--- src/rtl/binning_kxk.sv ---
// Streaming KxK pixel binner: per-bin column accumulators fold each KxK block
// into one sum, then a mode-selected decision bit is emitted one cycle later.
module binning_kxk #(
  parameter int  HRES        = 1280,
  parameter int  VRES        = 720,
  parameter int  DATA_WIDTH  = 1,
  parameter int  KERNEL_LOG2 = 2,
  localparam int K           = 2 ** KERNEL_LOG2,
  localparam int HWIDTH      = $clog2(HRES),
  localparam int VWIDTH      = $clog2(VRES),
  localparam int PMAX        = 2 ** DATA_WIDTH - 1,
  localparam int SUMW        = $clog2(K * K * PMAX + 1)
) (
  input  logic                          clk_in,
  input  logic                          rst_n_in,
  input  logic [HWIDTH-1:0]             hcount_in,
  input  logic [VWIDTH-1:0]             vcount_in,
  input  logic [DATA_WIDTH-1:0]         pixel_data_in,
  input  logic                          data_valid_in,
  input  logic [1:0]                    mode_in,
  input  logic [SUMW-1:0]               threshold_in,
  output logic                          pixel_data_out,
  output logic [SUMW-1:0]               sum_out,
  output logic [HWIDTH-KERNEL_LOG2-1:0] hcount_out,
  output logic [VWIDTH-KERNEL_LOG2-1:0] vcount_out,
  output logic                          data_valid_out,
  output logic                          frame_done_out
);

  localparam int NBINS = HRES / K;
  localparam int VBINS = VRES / K;
  localparam int BW    = HWIDTH - KERNEL_LOG2;
  localparam int VBW   = VWIDTH - KERNEL_LOG2;

  localparam logic [SUMW-1:0] FULL_SUM   = SUMW'(K * K * PMAX);
  localparam logic [SUMW-1:0] THRESH_RST = SUMW'(K * K * PMAX / 2);
  localparam logic [1:0]      MODE_ANY   = 2'd1;
  localparam logic [1:0]      MODE_ALL   = 2'd2;

  if (HRES % K != 0) begin : g_hres_check
    $error("binning_kxk: HRES must be a multiple of K");
  end
  if (VRES % K != 0) begin : g_vres_check
    $error("binning_kxk: VRES must be a multiple of K");
  end
  if (KERNEL_LOG2 < 1 || KERNEL_LOG2 > 4) begin : g_klog_check
    $error("binning_kxk: KERNEL_LOG2 must be in 1..4");
  end

  logic [KERNEL_LOG2-1:0] hsub;
  logic [KERNEL_LOG2-1:0] vsub;
  logic [BW-1:0]          bin;
  logic [VBW-1:0]         vbin;
  logic [SUMW-1:0]        pix;
  logic [SUMW-1:0]        rowsum;
  logic [SUMW-1:0]        binsum;
  logic                   row_end;
  logic                   emit;
  logic                   decision;

  logic [SUMW-1:0]        hacc_q, hacc_d;
  logic [SUMW-1:0]        acc_q [NBINS];
  logic                   armed_q;
  logic [1:0]             mode_q;
  logic [SUMW-1:0]        thresh_q;

  logic                   dv_q;
  logic                   pix_out_q;
  logic [SUMW-1:0]        sum_q;
  logic [BW-1:0]          hc_q;
  logic [VBW-1:0]         vc_q;
  logic                   fd_q;

  assign hsub    = hcount_in[KERNEL_LOG2-1:0];
  assign vsub    = vcount_in[KERNEL_LOG2-1:0];
  assign bin     = hcount_in[HWIDTH-1:KERNEL_LOG2];
  assign vbin    = vcount_in[VWIDTH-1:KERNEL_LOG2];
  assign pix     = SUMW'(pixel_data_in);
  assign rowsum  = hacc_q + pix;
  assign binsum  = acc_q[bin] + rowsum;
  assign row_end = &hsub;
  assign emit    = data_valid_in && row_end && (&vsub) && armed_q;
  assign hacc_d  = (hsub == '0) ? pix : rowsum;

  always_comb begin
    decision = 1'b0;
    case (mode_q)
      MODE_ANY: decision = (binsum != '0);
      MODE_ALL: decision = (binsum == FULL_SUM);
      default:  decision = (binsum > thresh_q);
    endcase
  end

  // The first row of a bin group overwrites, so no clearing pass is needed.
  always_ff @(posedge clk_in) begin
    if (data_valid_in && row_end) begin
      acc_q[bin] <= (vsub == '0) ? rowsum : acc_q[bin] + rowsum;
    end
  end

  always_ff @(posedge clk_in or negedge rst_n_in) begin
    if (!rst_n_in) begin
      hacc_q    <= '0;
      armed_q   <= 1'b0;
      mode_q    <= '0;
      thresh_q  <= THRESH_RST;
      dv_q      <= 1'b0;
      pix_out_q <= 1'b0;
      sum_q     <= '0;
      hc_q      <= '0;
      vc_q      <= '0;
      fd_q      <= 1'b0;
    end else begin
      dv_q <= emit;
      fd_q <= emit && (bin == BW'(NBINS - 1)) && (vbin == VBW'(VBINS - 1));
      if (data_valid_in) begin
        hacc_q <= hacc_d;
        // Emission only starts once a clean row-group start has been seen.
        if (hcount_in == '0 && vsub == '0) begin
          armed_q <= 1'b1;
        end
        if (hcount_in == '0 && vcount_in == '0) begin
          mode_q   <= mode_in;
          thresh_q <= threshold_in;
        end
      end
      if (emit) begin
        pix_out_q <= decision;
        sum_q     <= binsum;
        hc_q      <= bin;
        vc_q      <= vbin;
      end
    end
  end

  assign data_valid_out = dv_q;
  assign pixel_data_out = pix_out_q;
  assign sum_out        = sum_q;
  assign hcount_out     = hc_q;
  assign vcount_out     = vc_q;
  assign frame_done_out = fd_q;

endmodule
--- config.mk ---
export PLATFORM = sky130hd
export DESIGN_NAME = binning_kxk
export DESIGN_NICKNAME = d
export VERILOG_FILES = /design/src/rtl/binning_kxk.sv
export SDC_FILE = /design/constraint.sdc
export NUM_CORES = 2
export LEC_CHECK = 0
export BUFFER_PORTS_ARGS = -buffer_cell sky130_fd_sc_hd__clkbuf_2
export CAP_MARGIN = 20
export CORE_UTILIZATION = 30
export DETAILED_ROUTE_END_ITERATION = 8
export GPL_TIMING_DRIVEN = 0
export HOLD_SLACK_MARGIN = 0.02
export SLEW_MARGIN = 20
export SYNTH_ARGS = -nofsm -noshare
export SYNTH_HDL_FRONTEND = slang
export SYNTH_SLANG_ARGS = --single-unit
export TNS_END_PERCENT = 1
--- constraint.sdc ---
create_clock -name clk_in -period 18.3 [get_ports clk_in]
set_clock_uncertainty 0.1 [all_clocks]
set_input_delay 0.915 -clock clk_in [delete_from_list [all_inputs] [get_ports clk_in]]
set_output_delay 0.915 -clock clk_in [all_outputs]
set_load 0.03 [all_outputs]
Yosys cells after proc, flatten, opt, wreduce, memory -nomap -nowiden
Memory sizes are Yosys's and may differ from the RTL's.
Cells that the tools add are included.
{ "classes": {"multipliers": 0, "n_lt_le_gt_ge": 1, "n_div": 0, "n_bitwise": 0, "addsub": 2, "reduce_logical": 16, "eq_ne": 5, "n_mux": 5, "shift": 0} }
{ "op_table": {"columns": ["cell", "n"], "rows": [
  ["$logic_not 11->1", 1],
  ["$logic_not 10->1", 1],
  ["$mux 5", 2],
  ["$eq 9x9->1 const B", 1],
  ["$eq 8x8->1 const B", 1],
  ["$reduce_and 2->1", 4],
  ["$logic_and 1x1->1", 7],
  ["$add 5x1->5", 1],
  ["$add 5x5->5", 1],
  ["$eq 5x5->1 const B", 1],
  ["$gt 5x5->1", 1],
  ["$reduce_bool 5->1", 1],
  ["$logic_not 2->1", 2],
  ["$eq 2x1->1 const B", 1],
  ["$eq 2x2->1 const B", 1],
  ["$mux 1", 2],
  ["$pmux 1 s2", 1]
]} }
{ "totals": {"latchBits": 0, "mem_bits_rw": 1600, "memories": 1, "input_bits": 32, "rom_bits": 0, "register_bits": 38} }
{ "memory_table": {"columns": ["memory", "words", "word_bits", "rd", "rd_clocked_by_memory_dff", "wr", "line", "rtl"], "rows": [
  ["acc_q", 320, 5, 1, 0, 1, "62", "logic [SUMW-1:0] acc_q [NBINS];"]
]} }

Logic depth before layout (Yosys ltp)
{ "logic_depth": {"depth_word": 6, "mapped_depth": 25} }

Worst setup path after synthesis
No wires, ideal clock.
{ "synth_path": {"path_type": "input -> register", "start": "input port hcount_in[3]", "end": "memory acc_q[0][2] (netlist name) (data pin)", "stages": 14, "setup_time_ns": 2.682, "slack_ns": -0.835, "t_arrival_ns": 16.353, "n_path_buf": 4, "path_cell_list": "buf_4 -> buf_4 -> buf_1 -> clkbuf_1 -> mux4_2 -> mux4_2 -> mux4_2 -> nand3b_1 -> a41oi_1 -> ha_1 -> inv_1 -> fa_1 -> xor2_1 -> o21ai_0"} }
{ "synth_between": {"elab_chain_cells": 3} }
{ "synth_rtl": {"columns": ["element", "line", "rtl"], "rows": [
  ["start: declaration", "16", "input logic [HWIDTH-1:0] hcount_in,"],
  ["$mem_v2 320x5", null, null],
  ["$add 5x5->5", "97", "acc_q[bin] <= (vsub == '0) ? rowsum : acc_q[bin] + rowsum;"],
  ["$mux 5", "97", null],
  ["end: declaration", "62", null]
]} }
Every way passes these cells.

Worst setup path in the final report
{ "layout_path": {"start": "input port hcount_in[5]", "end": "memory acc_q[221][4] (netlist name) (data pin)"} }
Same word-level chain as after synthesis.

==> metrics.txt <==
Area after DPL=70610 um^2; Synth Register Bits=1638; Worst-Margin Slew=1.268 ns; Synth Flop Type=edfxtp_1; HP Class=in2async; IO buf count=52; Hold Buf Count CTS=0; H-tree depth=4; IO Pins=57; Critical-path top delay cell=buf_2; die height=465.9 um; Clock Tree Buf Depth=3; XOR/XNOR share of the synthesized area=0.0009497; most used cell, CP=buf_4; post-synthesis compound-gate area fraction=0.01145; post-synthesis sequential area ratio=0.7590; worst endpoint required time=18.87 ns; CP Max Fanout=13; vias in the first global route=34230; clock-pin slew on the worst setup and hold paths=approximately 0.060 ns; drt first pass iters=6; largest family of logic cells by synthesized area=multiplexers; final wirelength=between 200 and 250 mm; Synth Area in Adders=0.002830; post-route core utilization=0.3563; Layout fillers=19500; core area=212900 um^2; Mapped Area=64550 um^2; cell area after layout=75880 um^2; final net count=~3500; DR DRC count=0; Max VDD drop=0.0001020 V; Clock Latency Late Sink=0.84 ns; global-route wire length before repair=292.5 mm; setup_tns=0 ns; post-synthesis mux area share=0.1743; DR vias/cell=5.574; area share of the largest cell type after synthesis=0.7443; Final ANT Viol Nets=0; CTS tree=done; P_leak=23.73 nW; total gr overflow=0; PwrDens=127.4 nW/um^2; Post-Synthesis Net Count=3124; slowest stage delay, CP=0.74 ns; post-CTS sizing=0; Via Count=35480; Die X=465.9 um; Synth cell types=55; simple-gate portion of the synthesized area=0.03590; Clk Tree Root Cell=clkbuf_16; die area=approximately 220000 um^2; Final setup viols=0; top post-synthesis cells by area=edfxtp_1 (74%), mux4_2 (17%), nor2_1 (2.0%), dfrtp_1 (1.4%), nand2_1 (0.70%); cts bufs inserted=between 150 and 200; Worst setup SP type=input port; Reg-to-Reg End=acc_q[221][4]; Synth area leader=edfxtp_1; CP Buf/Inv Count=17; Post-DP HPWL=approximately 150 mm; Syn. warnings=0; Site Rows=169; Largest delay share family, worst path=buffers and inverters; Worst EP arrival=9.83 ns; cells on worst reg2reg path=22; Critical R2R Launch=acc_q[46][3]; TritonCTS sink count=1638; Total Routing Usage GR=0.1983; Synth-to-Final Area Change=17.54%; Max-slew headroom=0.1545; asr flop ratio synth=0.02320; Hold Fails Final Rpt=0; max_cap viols=0; average size of a mapped cell=roughly 21 um^2; initial antenna violation count=15; critical path depth in cells=30; Critical Path Sink Type=register; largest net degree at the start of global routing=39; effective utilization at floorplan=0.3032; Fmax achieved=107.9 MHz; status=complete, no violations; Final Cycle Share=0.5063; per-cell routed wire length=34.07 um; Tmin final=9.265 ns; Post-synth EDFFs=1600; CP Class=in2reg; fraction of final layout cells sized beyond drive strength 1=0.2917; Post-CTS Setup Inserts=0; reg2reg setup slack=11.46 ns; Slew Viols, Final=0; synthesized instance count=between 3000 and 4000; Final GP Congestion=0.9089; RSZ-0062 raised after global routing=false; initial drt markers=6394
-- cell usage after synthesis, drive strengths merged (12+ instances only) --
| library cell | number |
|---|---|
| a21oi | 23 |
| buf | 99 |
| dfrtp | 37 |
| edfxtp | 1600 |
| nand3 | 25 |
| nor2 | 344 |
| nand2 | 120 |
| o21ai | 26 |
| clkbuf | 99 |
| nor2b | 12 |
| mux2i | 36 |
| mux2 | 15 |
| mux4 | 476 |
| ha | 13 |
| nor3 | 13 |
| a22oi | 28 |
| inv | 20 |
-- cells in the final DEF (no fill, tap or decap), drive strengths merged, types with 7 or more instances in the layout --
cell type / count
edfxtp: 1600
mux4: 476
clkbuf: 356
nor2: 344
buf: 205
nand2: 120
clkinv: 75
dfrtp: 37
mux2i: 36
a22oi: 28
inv: 28
o21ai: 26
nand3: 25
a21oi: 23
mux2: 15
nor3: 13
ha: 13
nor2b: 12
bufinv: 12
nand4: 9
o22ai: 9
diode: 7
nand2b: 7
-- stage by stage --
stage,cells,hold slack (ns),power (W),setup slack (ns)
after floorplan,3078,0.3367,0.005877,-0.6018
after detailed placement,6057,0.3645,0.006375,8.570
final,6366,0.1386,0.009663,9.035
after CTS,6359,0.1329,0.009645,9.418
after global placement,5951,0.3614,0.006774,-18.39
after global routing,6362,0.1924,0.009872,9.010
-- per-layer routing --
layer	global-route usage	up-vias	wire, um
li1	-	13330	-
met1	0.2630	19130	81170
met2	0.2954	2517	96780
met3	0.05735	499	26790
met4	0.1023	8	12070
met5	0	-	53
-- cells by family after synthesis --
group	count (synthesis)
flip-flops	1638
AND/OR/NAND/NOR	560
AO/OA/AOI/OAI	113
adder cells (fa/ha/maj)	14
XOR/XNOR	7
multiplexers	527
buffers and inverters	219
-- state kept, by name (all words and copies together), names as in the netlist --
| name | flops |
|---|---|
| acc_q | 1600 |
| vcount_out | 8 |
| mode_q | 2 |
| pixel_data_out | 1 |
| thresh_q | 5 |
| hacc_q | 5 |
| data_valid_out | 1 |
| hcount_out | 9 |
| frame_done_out | 1 |
| armed_q | 1 |
| sum_out | 5 |
-- final cells by class --
| type | instances | area [um^2] | area share |
|---|---|---|---|
| Inverter | 21 | 78.83 | 0.001039 |
| Clock inverter | 97 | 902.1 | 0.01189 |
| Clock buffer | 205 | 4343 | 0.05724 |
| Timing Repair Buffer | 158 | 2397 | 0.03160 |
| Tap cell | 2821 | 3530 | 0.04652 |
| Buffer | 198 | 1013 | 0.01336 |
| Antenna cell | 7 | 17.52 | 0.0002309 |
| Multi-Input combinational cell | 1221 | 14600 | 0.1924 |
| Sequential cell | 1638 | 49000 | 0.6458 |
-- power breakdown --
group / switching (W) / internal [W]
Sequential: 0.0000111 / 0.00474
Clock: 0.00148 / 0.00186
Combinational: 0.00104 / 0.000527
-- worst max-delay path by stage --
stage	start	end	slack (ns)
finish	hcount_in[5]	acc_q[221][4]	9.03
global route	hcount_in[5]	acc_q[219][4]	9.01
floorplan	hcount_in[3]	acc_q[0][0]	-0.60
detailed placement	hcount_in[3]	acc_q[219][4]	8.57
CTS	hcount_in[5]	acc_q[223][4]	9.42
global placement	hcount_in[5]	acc_q[44][0]	-18.39
Note: power is estimated with default switching activity, not from simulation.
